## config.mk

```make
export PLATFORM = sky130hd
export DESIGN_NAME = hazard_stall_controller
export DESIGN_NICKNAME = d
export VERILOG_FILES = /design/src/rtl/hazard_stall_controller_pkg.sv /design/src/rtl/hazard_stall_controller_sat_counter.sv /design/src/rtl/hazard_stall_controller.sv
export SDC_FILE = /design/constraint.sdc
export NUM_CORES = 1
export LEC_CHECK = 0
export CAP_MARGIN = 20
export CORE_AREA = 5 5 94 96
export CTS_BUF_LIST = sky130_fd_sc_hd__clkbuf_2
export DETAILED_ROUTE_END_ITERATION = 6
export DIE_AREA = 0 0 99 101
export GPL_ROUTABILITY_DRIVEN = 0
export PLACE_DENSITY = 0.85
export SLEW_MARGIN = 20
export SYNTH_ARGS = -nofsm -noshare
export SYNTH_HDL_FRONTEND = slang
export SYNTH_SLANG_ARGS = --single-unit
```

## constraint.sdc

```tcl
create_clock -name clk -period 6.2 [get_ports clk]
set_clock_uncertainty 0.05 [all_clocks]
set_input_delay 0.62 -clock clk [delete_from_list [all_inputs] [get_ports clk]]
set_output_delay 0.62 -clock clk [all_outputs]
set_load 0.1 [all_outputs]
```

## src/rtl/hazard_stall_controller_pkg.sv

```systemverilog
// Shared definitions for the pipeline hazard/stall sequencer: FSM state
// encoding, register-file address constants and the bundle of pipeline
// control enables with its canned patterns.
package hazard_stall_controller_pkg;

    // Register-file addressing.
    localparam int                    REG_ADDR_W = 5;
    localparam logic [REG_ADDR_W-1:0] REG_ZERO   = 5'd0;

    // Memory-wait counter width; covers the full legal MEM_TIMEOUT range.
    localparam int WAIT_CNT_W = 16;

    // Sequencer states.
    typedef enum logic [1:0] {
        ST_RUN      = 2'b00,
        ST_MEM_WAIT = 2'b01,
        ST_ERR      = 2'b10
    } state_e;

    // One cycle's worth of pipeline-register control.
    typedef struct packed {
        logic pc_write;
        logic if_id_write;
        logic if_id_flush;
        logic id_ex_write;
        logic id_ex_bubble;
        logic ex_mem_write;
        logic mem_wb_bubble;
    } pipe_ctl_t;

    // Normal flow: every stage advances, nothing is squashed.
    localparam pipe_ctl_t CTL_IDLE = '{
        pc_write: 1'b1, if_id_write: 1'b1, if_id_flush: 1'b0,
        id_ex_write: 1'b1, id_ex_bubble: 1'b0,
        ex_mem_write: 1'b1, mem_wb_bubble: 1'b0
    };

    // Load-use: hold PC and IF/ID, push a bubble into EX.
    localparam pipe_ctl_t CTL_LOADUSE = '{
        pc_write: 1'b0, if_id_write: 1'b0, if_id_flush: 1'b0,
        id_ex_write: 1'b1, id_ex_bubble: 1'b1,
        ex_mem_write: 1'b1, mem_wb_bubble: 1'b0
    };

    // Taken branch: redirect PC, squash the two younger instructions.
    localparam pipe_ctl_t CTL_BRANCH = '{
        pc_write: 1'b1, if_id_write: 1'b1, if_id_flush: 1'b1,
        id_ex_write: 1'b1, id_ex_bubble: 1'b1,
        ex_mem_write: 1'b1, mem_wb_bubble: 1'b0
    };

    // Memory wait or fatal error: freeze everything up to MEM, feed WB a NOP.
    localparam pipe_ctl_t CTL_FREEZE = '{
        pc_write: 1'b0, if_id_write: 1'b0, if_id_flush: 1'b0,
        id_ex_write: 1'b0, id_ex_bubble: 1'b0,
        ex_mem_write: 1'b0, mem_wb_bubble: 1'b1
    };

    // Held in reset: nothing fetched, every stage loads a NOP.
    localparam pipe_ctl_t CTL_RESET = '{
        pc_write: 1'b0, if_id_write: 1'b0, if_id_flush: 1'b1,
        id_ex_write: 1'b1, id_ex_bubble: 1'b1,
        ex_mem_write: 1'b1, mem_wb_bubble: 1'b1
    };

    // True when an ID-stage source operand actually reads the EX destination.
    function automatic logic src_hit(
        input logic                  uses,
        input logic [REG_ADDR_W-1:0] src,
        input logic [REG_ADDR_W-1:0] dst
    );
        return uses & (src == dst);
    endfunction

endpackage

```

## src/rtl/hazard_stall_controller_sat_counter.sv

```systemverilog
// Saturating up-counter used for the stall and flush performance counters.
// Sticks at all-ones instead of wrapping; clear has priority over inc.
module sat_counter #(
    parameter int W = 32
) (
    input  logic         clk,
    input  logic         clear_i,
    input  logic         inc_i,
    output logic [W-1:0] count_o
);

    logic [W-1:0] count_q;
    logic         at_max_s;

    // Detect the saturation point so the counter never rolls over.
    always_comb begin
        at_max_s = 1'b0;
        if (count_q == {W{1'b1}}) begin
            at_max_s = 1'b1;
        end else begin
            at_max_s = 1'b0;
        end
    end

    // Counter register: synchronous clear, otherwise increment until full.
    always_ff @(posedge clk) begin
        if (clear_i) begin
            count_q <= {W{1'b0}};
        end else if (inc_i && !at_max_s) begin
            count_q <= count_q + {{(W-1){1'b0}}, 1'b1};
        end else begin
            count_q <= count_q;
        end
    end

    assign count_o = count_q;

endmodule

```

## src/rtl/hazard_stall_controller.sv

```systemverilog
// Central pipeline sequencer for the 5-stage core. Handles the hazards the
// forwarding network cannot: load-use bubbles, taken-branch squashes and
// data-memory wait freezes (with a timeout that latches a fatal error).
// Pipeline enables are combinational; counters and the error flag are
// registered.
module hazard_stall_controller
    import hazard_stall_controller_pkg::*;
#(
    parameter int MEM_TIMEOUT = 16,
    parameter int CNT_W       = 32
) (
    input  logic                  clk,
    input  logic                  rst_n,
    input  logic                  ID_EX_memRead,
    input  logic [REG_ADDR_W-1:0] ID_EX_writeReg,
    input  logic [REG_ADDR_W-1:0] IF_ID_rs,
    input  logic [REG_ADDR_W-1:0] IF_ID_rt,
    input  logic                  IF_ID_usesRs,
    input  logic                  IF_ID_usesRt,
    input  logic                  EX_branchTaken,
    input  logic                  EX_MEM_memAccess,
    input  logic                  dmem_ready,
    output logic                  PC_write,
    output logic                  IF_ID_write,
    output logic                  IF_ID_flush,
    output logic                  ID_EX_write,
    output logic                  ID_EX_bubble,
    output logic                  EX_MEM_write,
    output logic                  MEM_WB_bubble,
    output logic                  mem_timeout,
    output logic [CNT_W-1:0]      stall_count,
    output logic [CNT_W-1:0]      flush_count
);

    // Last wait count before the timeout fires.
    localparam logic [WAIT_CNT_W-1:0] WAIT_LAST = WAIT_CNT_W'(MEM_TIMEOUT - 1);

    state_e                 state_q;
    logic [WAIT_CNT_W-1:0]  wait_cnt_q;
    logic                   mem_timeout_q;

    logic                   memwait_s;
    logic                   loaduse_s;
    logic                   branch_s;
    pipe_ctl_t              ctl_s;
    logic                   stall_inc_s;
    logic                   flush_inc_s;

    // Raw hazard conditions seen this cycle, before priority resolution.
    always_comb begin
        memwait_s = EX_MEM_memAccess & ~dmem_ready;
        branch_s  = EX_branchTaken;
        if (ID_EX_memRead && (ID_EX_writeReg != REG_ZERO)) begin
            loaduse_s = src_hit(IF_ID_usesRs, IF_ID_rs, ID_EX_writeReg) |
                        src_hit(IF_ID_usesRt, IF_ID_rt, ID_EX_writeReg);
        end else begin
            loaduse_s = 1'b0;
        end
    end

    // Priority resolution ERR > memwait > branch > loaduse into stage controls.
    // A frozen pipeline keeps any branch/load-use in place, so it is simply
    // re-evaluated once the wait ends.
    always_comb begin
        ctl_s       = CTL_IDLE;
        stall_inc_s = 1'b0;
        flush_inc_s = 1'b0;
        if (!rst_n) begin
            ctl_s = CTL_RESET;
        end else begin
            case (state_q)
                ST_RUN, ST_MEM_WAIT: begin
                    if (memwait_s) begin
                        ctl_s       = CTL_FREEZE;
                        stall_inc_s = 1'b1;
                    end else if (branch_s) begin
                        ctl_s       = CTL_BRANCH;
                        flush_inc_s = 1'b1;
                    end else if (loaduse_s) begin
                        ctl_s       = CTL_LOADUSE;
                        stall_inc_s = 1'b1;
                    end else begin
                        ctl_s = CTL_IDLE;
                    end
                end
                ST_ERR: begin
                    ctl_s = CTL_FREEZE;
                end
                default: begin
                    ctl_s = CTL_FREEZE;
                end
            endcase
        end
    end

    // Sequencer FSM: tracks memory-wait length and latches the fatal timeout.
    always_ff @(posedge clk) begin
        if (!rst_n) begin
            state_q       <= ST_RUN;
            wait_cnt_q    <= {WAIT_CNT_W{1'b0}};
            mem_timeout_q <= 1'b0;
        end else begin
            case (state_q)
                ST_RUN: begin
                    if (memwait_s) begin
                        state_q    <= ST_MEM_WAIT;
                        wait_cnt_q <= {{(WAIT_CNT_W-1){1'b0}}, 1'b1};
                    end else begin
                        state_q    <= ST_RUN;
                        wait_cnt_q <= {WAIT_CNT_W{1'b0}};
                    end
                    mem_timeout_q <= 1'b0;
                end
                ST_MEM_WAIT: begin
                    if (!memwait_s) begin
                        // Ready, or the access went away: this cycle already ran unfrozen.
                        state_q    <= ST_RUN;
                        wait_cnt_q <= {WAIT_CNT_W{1'b0}};
                    end else if (wait_cnt_q == WAIT_LAST) begin
                        state_q       <= ST_ERR;
                        mem_timeout_q <= 1'b1;
                    end else begin
                        wait_cnt_q <= wait_cnt_q + {{(WAIT_CNT_W-1){1'b0}}, 1'b1};
                    end
                end
                ST_ERR: begin
                    // Terminal until reset.
                    state_q       <= ST_ERR;
                    mem_timeout_q <= 1'b1;
                end
                default: begin
                    // Corrupted state encoding is treated as a fatal error.
                    state_q       <= ST_ERR;
                    mem_timeout_q <= 1'b1;
                end
            endcase
        end
    end

    assign PC_write      = ctl_s.pc_write;
    assign IF_ID_write   = ctl_s.if_id_write;
    assign IF_ID_flush   = ctl_s.if_id_flush;
    assign ID_EX_write   = ctl_s.id_ex_write;
    assign ID_EX_bubble  = ctl_s.id_ex_bubble;
    assign EX_MEM_write  = ctl_s.ex_mem_write;
    assign MEM_WB_bubble = ctl_s.mem_wb_bubble;
    assign mem_timeout   = mem_timeout_q;

    sat_counter #(.W(CNT_W)) u_stall_cnt (
        .clk     (clk),
        .clear_i (~rst_n),
        .inc_i   (stall_inc_s),
        .count_o (stall_count)
    );

    sat_counter #(.W(CNT_W)) u_flush_cnt (
        .clk     (clk),
        .clear_i (~rst_n),
        .inc_i   (flush_inc_s),
        .count_o (flush_count)
    );

endmodule

```

# After elaboration in Yosys (flattened, before gate mapping)
# Index checks and enable logic that the tools add are counted.
# word_totals
register_bits,83
input_bits,23
output_inout_bits,72
word_cells,62
# op_classes
add_sub_neg,3
n_eq_ne,10
mux,28
bitwise_logic,5
reduce_logical,11
# op_table
op,n
$add 32x1->32 const B,2
$eq 32x32->1 const B,2
$mux 7,5
$mux 16,2
$pmux 16 s2,1
$add 16x1->16 const B,1
$eq 16x4->1 const B,1
$mux 1,16
$eq 5x5->1,2
$ne 3x3->1 const B,2
$reduce_bool 5->1,1
$mux 2,2
$ne 2x2->1 const B,2
$pmux 2 s2,1
$reduce_and 2->1,2
$and 1x1->1,3
$logic_and 1x1->1,3
$eq 2x1->1 const B,1
$logic_not 1->1,2
$logic_not 2->1,1
$pmux 1 s2,1
$reduce_bool 2->1,1
$reduce_or 2->1,1
$not 1->1,1
$or 1x1->1,1

# Logic depth before layout (Yosys ltp)
# Gate-level depths: netlist (run 1).
# logic_depth
word_depth,10
mapped_depth,9
depth_no_buf,7

# By module
# Synthesis (run 1) repeated with hierarchy kept, for this count alone.
# unflattened
hier_cells,531
hier_area_um2,4668.2
# modules_own_cells
module,instances,cells_each,area_per_inst_um2,seq_area_each_um2
sat_counter,2,191,1721.7,640.6
hazard_stall_controller,1,149,1224.9,380.4

# Worst setup path before layout (run 1)
# OpenSTA, ideal clock, no wires.
# synth_path
path_type,in2out
start,in EX_MEM_memAccess
end,out PC_write
t_arrival_ns,3.249
required_ns,5.530
setup_slack_ns,2.281
path_stages,5
n_path_buf,1
cell_sequence,nor2b_1 -> nor2_1 -> inv_1 -> nor2_1 -> buf_4
# synth_via
elab_chain_len,4
# synth_rtl
element,line,source
"start, declared",hazard_stall_controller.sv:21,"input logic EX_MEM_memAccess,"
$and 1x1->1,hazard_stall_controller.sv:51,memwait_s = EX_MEM_memAccess & ~dmem_ready;
$mux 7,hazard_stall_controller.sv:73,if (memwait_s) begin
$mux 7,hazard_stall_controller.sv:71,case (state_q)
$mux 7,hazard_stall_controller.sv:68,if (!rst_n) begin
"end, declared",hazard_stall_controller.sv:23,"output logic PC_write,"
# Every way passes these cells.

# Worst setup path in the final report (run 1)
# layout_path
start,in ID_EX_writeReg[1]
end,out IF_ID_write
# layout_via
elab_chain_len,9
word_cells_on_any_way,13
cone_classes,eq/ne (2); mux (6); bitwise (3); reduce/logical (2)
# layout_rtl
element,line,source
"start, declared",hazard_stall_controller.sv:15,"input logic [REG_ADDR_W-1:0] ID_EX_writeReg,"
$eq 5x5->1,hazard_stall_controller_pkg.sv:72,return uses & (src == dst);
$and 1x1->1,hazard_stall_controller_pkg.sv:72,
$or 1x1->1,hazard_stall_controller.sv:54,"loaduse_s = src_hit(IF_ID_usesRs, IF_ID_rs, ID_EX_writeReg) |"
$mux 1 (*),hazard_stall_controller.sv:53,if (ID_EX_memRead && (ID_EX_writeReg != REG_ZERO)) begin
$mux 7 (*),hazard_stall_controller.sv:79,end else if (loaduse_s) begin
$mux 7 (*),hazard_stall_controller.sv:76,end else if (branch_s) begin
$mux 7 (*),hazard_stall_controller.sv:73,
$mux 7 (*),hazard_stall_controller.sv:71,
$mux 7 (*),hazard_stall_controller.sv:68,
"end, declared",hazard_stall_controller.sv:24,"output logic IF_ID_write,"
# Mark *: on every way between the ends. The rest lies on a longest branch, timed or not.

==> run summary, run 1 <==
The time the final worst path needs with I/O delays and setup came out at 4.07 ns. For this design the static power due to leakage is about 1.7 nW. The number of instances in the synthesized netlist came out at 511.

The maximum number of pins on one net before global-route repair is 51. The clock latency reported for the late side of the worst-skew pair is 0.56 ns. The number of clock buffers added by TritonCTS is 9. The area of all placed cells without fillers is about 5400 um^2. Summed over all layers, the global routing overflow is 0. The final total negative setup slack came out at 0 ns.

The post-DP HPWL came out at 7.66 mm. The worst setup path is launched from an input pin. Of the cells placed in the final design, the portion with a size suffix greater than 1 is 0.0581. The final routed wirelength across all metal layers came out at 10.5 mm. In this run the deepest clock path goes through 2 buffers. The number of enable-type register cells in the synthesized netlist is 0. The final max-slew violation count came out at 0. The wire length of the first global-routing pass is about 18 mm. The cell area after technology mapping came out at 4260 um^2.

The via count of the first global-routing pass is 3860. The peak fanout along the critical path is 3. The area growth from synthesis to layout is 26.1%.

The post-detailed-route via-to-cell ratio came out at 5.78. The die width is ~99 um. The worst pin sits at a relative slew slack of 0.314.

By count the netlist is led by sky130_fd_sc_hd__dfxtp_1, sky130_fd_sc_hd__nor2_1, sky130_fd_sc_hd__nand2_1, sky130_fd_sc_hd__xnor2_1, sky130_fd_sc_hd__nand3_1. The period utilization came out at 0.657. The worst setup path is of the input pin to output pin kind.

The total power after layout is 0.894 mW. The predominant post-synthesis flop cell is sky130_fd_sc_hd__dfxtp_1. The hold violation total from the final report is 0. The row count is 33.

The worst-margin pin slew came out at around 1.0 ns. After synthesis the netlist holds a flip-flop and latch count of 83. The iteration count of the initial detailed-routing pass came out at 5. The root buffer cell is sky130_fd_sc_hd__clkbuf_2. For this run, the register share of the synthesized area comes to 0.390. The worst voltage drop across the vdd grid is approximately 0.00009 V. The total inserted antenna cells is 0. The final count of negative-setup-slack endpoints is 0. The arrival time reported for the critical path endpoint came out at 3.40 ns.

The vias after detailed routing came out at approximately 4100. STA classifies the critical path endpoint as an output pin. Input and output buffers added on the ports amount to 94. The data required time at the worst endpoint came out at 5.53 ns. TritonCTS built the clock tree. The remaining antenna violation count is 0. The register clock-pin slew on the reported worst setup and hold paths is 0.25 ns.

The number of I/O pins came out at 95. The number of warning messages in the yosys log is 0. Of the post-synthesis cell area, the dominant cell type holds 0.390. The die outline area came out at 10000 um^2. The cell type with the highest aggregate area in the netlist is sky130_fd_sc_hd__dfxtp_1. The cell area power density came out at 166 nW/um^2. The run finished with clean final reports. The most common cell in the synthesized netlist is sky130_fd_sc_hd__dfxtp_1. Synthesis produced a netlist with a net count of 537. Static timing analysis puts the maximum clock frequency at 246 MHz.

The number of gates resized after cts came out at 0. The TritonCTS sink count came out at 83. The number of antenna violations at the first check in global routing came out at 0. By area the synthesized netlist is led by sky130_fd_sc_hd__dfxtp_1, sky130_fd_sc_hd__xnor2_1, sky130_fd_sc_hd__nor2_1. The mean post-synth cell area came out at 8.34 um^2. Setup repair after global routing left no endpoint under its margin.

The H-tree was split into 3 levels. After detailed routing, the average wire length per cell comes to 14.9 um. The DRC marker count from the first detailed-route iteration came out at between 150 and 200. The distinct cell type count of the synthesized netlist came out at 50.

The starting utilization of the core area came out at 0.535. The post-CTS setup buffer count is 0. The proportion of synthesized flip-flops having asynchronous set or reset is 0. Before CTS, the worst setup slack after placement is 2.16 ns. The final-stage net count came out at 623. The placed instances occupy a cell area of 5240 um^2.

After detailed routing, the number of remaining DRC violations is 0. The number of max-capacitance violations reported is 0. The final worst slack is roughly 2.1 ns.

The worst hold path belongs to the class register to register. The tightest hold path in the finished design has a slack of 0.453 ns. In the global route stage, overall resource usage came out at 0.210.

The hold buffer count at CTS came out at 0. The placeable core region is 7970 um^2. The die is roughly 100 um tall.
-- registers in the layout, indices dropped and copies added, names as in the netlist --
| name | cells |
|---|---|
| u_flush_cnt.count_o | 32 |
| wait_cnt_q | 16 |
| u_stall_cnt.count_o | 32 |
| mem_timeout | 1 |
| state_q | 2 |
-- report_power, final --
part	internal, mW	switching, mW
Combinational	0.0308	0.0592
Sequential	0.537	0.00227
Clock	0.0604	0.204
Total	0.628	0.266
-- logic make-up (layout without fill, tap and decap cells) --
logic type               Yosys count  count (layout)  share of synthesized area
AO/OA/AOI/OAI                     61              61                     0.0907
XOR/XNOR                          49              49                      0.101
adder cells (fa/ha/maj)            3               3                    0.00881
buffers and inverters             35             126                     0.0385
flip-flops                        83              83                      0.390
multiplexers                      16              16                     0.0376
AND/OR/NAND/NOR                  264             264                      0.334
-- final timing paths --
| path | start | cells after the start | endpoint | slack, ns |
|---|---|---|---|---|
| setup / recovery | ID_EX_writeReg[1] | 7 | IF_ID_write | 2.13 |
| hold / removal | u_stall_cnt.count_o[11]$_SDFFE_PN0P_ | 2 | u_stall_cnt.count_o[11]$_SDFFE_PN0P_ | 0.45 |
| setup reg to reg | u_stall_cnt.count_o[0]$_SDFFE_PN0P_ | 8 | u_stall_cnt.count_o[21]$_SDFFE_PN0P_ | 3.61 |
| hold reg to reg | u_stall_cnt.count_o[11]$_SDFFE_PN0P_ | 2 | u_stall_cnt.count_o[11]$_SDFFE_PN0P_ | 0.45 |
-- cells in the final DEF (no fill, tap or decap), drive strengths merged, types with 2 or more instances in the layout --
cell type      netlist  routed
xor2                18      18
o21ai               10      10
clkbuf              14       9
or3                  7       7
nor4                17      17
clkdlybuf4s50        0      90
nand3               27      27
nand2               50      50
and2                 3       3
nor3b                2       2
nor2                60      60
and4                12      12
and3                10      10
nor4b                3       3
dfxtp               83      83
a31oi                2       2
nor2b                2       2
o31ai               11      11
o311ai               3       3
o21a                 2       2
inv                 10      14
ha                   3       3
nand4               24      24
a21oi               24      24
clkinv               0       2
buf                 11      10
nor3                13      13
o41ai                3       3
mux2i               16      16
xnor2               31      31
nand2b              14      14
or4                 14      14
-- worst max-delay path, cell delays in order --
cell	delay [ns]
sky130_fd_sc_hd__clkdlybuf4s50_1	0.47
sky130_fd_sc_hd__or4_1	0.55
sky130_fd_sc_hd__o21a_1	0.24
sky130_fd_sc_hd__nand2_1	0.13
sky130_fd_sc_hd__nor2_1	0.05
sky130_fd_sc_hd__nor2_1	0.17
sky130_fd_sc_hd__clkdlybuf4s50_1	1.17
-- layout make-up --
class | instances | area [um^2]
Sequential cell | 83 | 1660
Clock buffer | 9 | 45.0
Tap cell | 105 | 131
Fill cell | 645 | 2590
Timing Repair Buffer | 100 | 996
Multi-Input combinational cell | 393 | 2440
Clock inverter | 7 | 58.8
Inverter | 10 | 37.5
-- metrics by stage --
stage	cells	util
after floorplan	511	-
after global placement	690	0.658
after detailed placement	690	0.658
after CTS	706	0.671
after global routing	707	0.675
final	707	0.675
-- metal layers --
| layer | vias to the layer above | global-route usage | share of wire |
|---|---|---|---|
| met5 | - | 0 | 0 |
| met4 | 0 | 0.0840 | 0.021 |
| met3 | 18 | 0.0484 | 0.057 |
| met2 | 130 | 0.356 | 0.49 |
| met1 | 1916 | 0.258 | 0.43 |
| li1 | 2020 | - | - |
(Power assumes the default switching activity.)
==> run 2: changes to the inputs <==
--- a/config.mk
+++ b/config.mk
@@ -6,12 +6,12 @@
 export NUM_CORES = 1
 export LEC_CHECK = 0
 export CAP_MARGIN = 20
-export CORE_AREA = 5 5 94 96
+export CORE_AREA = 5 5 97 99
 export CTS_BUF_LIST = sky130_fd_sc_hd__clkbuf_2
 export DETAILED_ROUTE_END_ITERATION = 6
-export DIE_AREA = 0 0 99 101
+export DIE_AREA = 0 0 102 104
 export GPL_ROUTABILITY_DRIVEN = 0
-export PLACE_DENSITY = 0.85
+export PLACE_DENSITY = 0.81
 export SLEW_MARGIN = 20
 export SYNTH_ARGS = -nofsm -noshare
 export SYNTH_HDL_FRONTEND = slang
==> constraint.sdc (replaced) <==
create_clock -name clk -period 3.87 [get_ports clk]
set_clock_uncertainty 0.05 [all_clocks]
set_input_delay 0.387 -clock clk [delete_from_list [all_inputs] [get_ports clk]]
set_output_delay 0.387 -clock clk [all_outputs]
set_load 0.1 [all_outputs]
==> run 2 against run 1 <==
Net effect: die area up 6.1%; wire length down 1.6%; setup slack worse by 1.1 ns; clock power up 56%; non-clock buffer count unchanged; via count up 0.51%; critical path type is now register to register.
==> run summary, run 2 (synthesis gave the netlist of run 1 again) <==
The flow ran to the end, and the final reports show no timing, DRC or antenna violations. The library cell used most frequently in the layout, excluding fill and tap cells, is sky130_fd_sc_hd__clkdlybuf4s50_1. The post-DP HPWL is between 7 and 8 mm. The post-CTS setup buffer count is 0. The floorplan step defined a core boundary enclosing 8470 um^2. The row count is 34. The maximum root-to-sink buffer count came out at 2. The first global-routing pass estimated 17.6 mm of wire. In this run, post-CTS repair resized a total of 0 instances. Tracing the worst setup path back leads to its startpoint at u_stall_cnt.count_o[0]$_SDFFE_PN0P_. The final count of negative-setup-slack endpoints is 0. The data required time at the worst endpoint came out at 4.26 ns. The starting utilization of the core area came out at 0.503. The final max-slew violation count came out at 0.

The worst setup path is captured at a register. For this block, the routed nets add up to 10.4 mm of wire. The worst-case IR drop observed on VDD is 0.000152 V. The period utilization is 0.724. The number of levels in the clock H-tree is 3. The post-detailed-route via-to-cell ratio came out at 5.78. For this design, the CTS-stage hold fixing added 0 buffers. The startpoint of the most critical register-to-register path is u_stall_cnt.count_o[0]$_SDFFE_PN0P_. The worst pin sits at a relative slew slack of 0.322. In the final routed layout, each cell accounts on average for approximately 15 um. In this run the worst path has a maximum fanout of 27.

The die outline area came out at 10600 um^2. During placement, the flow inserted port buffers numbering 94. The clock latency reported for the late side of the worst-skew pair is 0.56 ns.

The fraction of power consumed by sequential logic is 0.607. Setup repair after global routing left no endpoint under its margin. The DRC marker count from the first detailed-route iteration came out at 193. The routed design could run at a clock period as short as 2.80 ns. Of the total power, combinational logic draws 0.103.

The hold violation total from the final report came out at 0. The design internal power came out at 1.00 mW. The min-delay analysis places its worst path in the category register to register. The vias after detailed routing came out at ~4100. For this design the top-level I/O count stands at 95.

The register clock-pin slew on the reported worst setup and hold paths is 0.23 ns. Data arrives at the worst endpoint at about 3.2 ns. For this run, the total global-route usage over all layers was measured as 0.198. The worst-margin pin slew came out at 1.01 ns. The die width came out at between 100 and 150 um. The total inserted antenna cells is 0. The part of the total power dissipated in the clock network came out at 0.290. The root buffer cell is sky130_fd_sc_hd__clkbuf_2. Of the cells placed in the final design, the portion with a size suffix greater than 1 is 0.0615. The overflow left after global routing came out at 0. In the layout the commonest cells are sky130_fd_sc_hd__clkdlybuf4s50_1, sky130_fd_sc_hd__dfxtp_1, sky130_fd_sc_hd__nor2_1. TritonCTS built the clock tree. By startpoint and endpoint, the worst setup path is classified as register to register. The count of nets left with antenna violations once routing finished came out at 0. The relative area change from synthesis to final layout is 26.6%. Entering global routing, the biggest net connects slightly above 50 pins.

The net switching component of the power is 0.423 mW. The upper clock frequency limit is 357 MHz. The via count of the first global-routing pass is 3895.

Max-cap violations in this run came to 0. The count of unresolved DRC violations after routing is 0. The cell area power density is between 200 and 300 nW/um^2. The final-stage net count is 623. The iteration count of the initial detailed-routing pass is 4. The number of antenna violations at the first check in global routing is 0.

The total power after layout came out at between 1 and 1.5 mW. In this run the most critical hold path is launched from u_stall_cnt.count_o[11]$_SDFFE_PN0P_. The TritonCTS sink count came out at 83. The die is 104 um tall.

The final total negative setup slack is 0 ns. The static leakage power is 1.72 nW. STA classifies the critical path startpoint as a register. Of the total power, the share spent switching nets is 0.297.

The total CTS buffers came out at 9.
==> run 2: per-layer routing <==
metal,vias to the layer above,share of wire,track usage
met4,0,0.017,0.0778
met3,16,0.066,0.0557
met5,-,0,0
met1,1972,0.43,0.246
met2,114,0.48,0.320
li1,2003,-,-
==> run 2: stage by stage <==
| step | area, um^2 | hold WS (ns) | worst slack [ns] | std cells | util |
|---|---|---|---|---|---|
| 3_5_place_dp | 5300 | 0.425 | 0.996 | 694 | 0.626 |
| 4_1_cts | 5390 | 0.450 | 1.06 | 710 | 0.637 |
| 3_3_place_gp | 5300 | 0.413 | 1.13 | 694 | 0.626 |
| 6_report | 5390 | 0.445 | 1.07 | 710 | 0.637 |
| 2_1_floorplan | 4260 | 0.427 | 0.363 | 511 | - |
| 5_1_grt | 5390 | 0.463 | 0.775 | 710 | 0.637 |
==> run 2: worst paths after layout <==
path / slack [ns] / cells past startpoint / endpoint
worst min-delay path: 0.45 / 2 / u_stall_cnt.count_o[11]$_SDFFE_PN0P_
worst max register to register: 1.07 / 8 / u_stall_cnt.count_o[21]$_SDFFE_PN0P_
worst max-delay path: 1.07 / 8 / u_stall_cnt.count_o[21]$_SDFFE_PN0P_
worst min register to register: 0.45 / 2 / u_stall_cnt.count_o[11]$_SDFFE_PN0P_
==> run 2: power by group through the flow <==
stage / registers [mW] / logic [mW] / clock network [mW]
after floorplan: 0.892 / 0.0791 / 0
after global placement: 0.880 / 0.145 / 0
after detailed placement: 0.880 / 0.147 / 0
after CTS: 0.864 / 0.147 / 0.417
after global routing: 0.866 / 0.156 / 0.455
final: 0.864 / 0.147 / 0.413
==> run 2: layout make-up <==
type	instances	area [um^2]
Sequential cell	83	1660
Clock inverter	7	51.3
Inverter	10	37.5
Fill cell	715	3070
Tap cell	108	135
Multi-Input combinational cell	393	2440
Timing Repair Buffer	100	1020
Clock buffer	9	45.0
==> run 2: critical path, stage by stage (launching register included) <==
cell                       delay, ns
sky130_fd_sc_hd__dfxtp_1        0.47
sky130_fd_sc_hd__ha_1           0.28
sky130_fd_sc_hd__nand2_1        0.12
sky130_fd_sc_hd__nor4_4         0.41
sky130_fd_sc_hd__nand3_1        0.15
sky130_fd_sc_hd__nor2_2         0.58
sky130_fd_sc_hd__buf_4          0.38
sky130_fd_sc_hd__o311ai_0       0.18
sky130_fd_sc_hd__o41ai_1        0.10
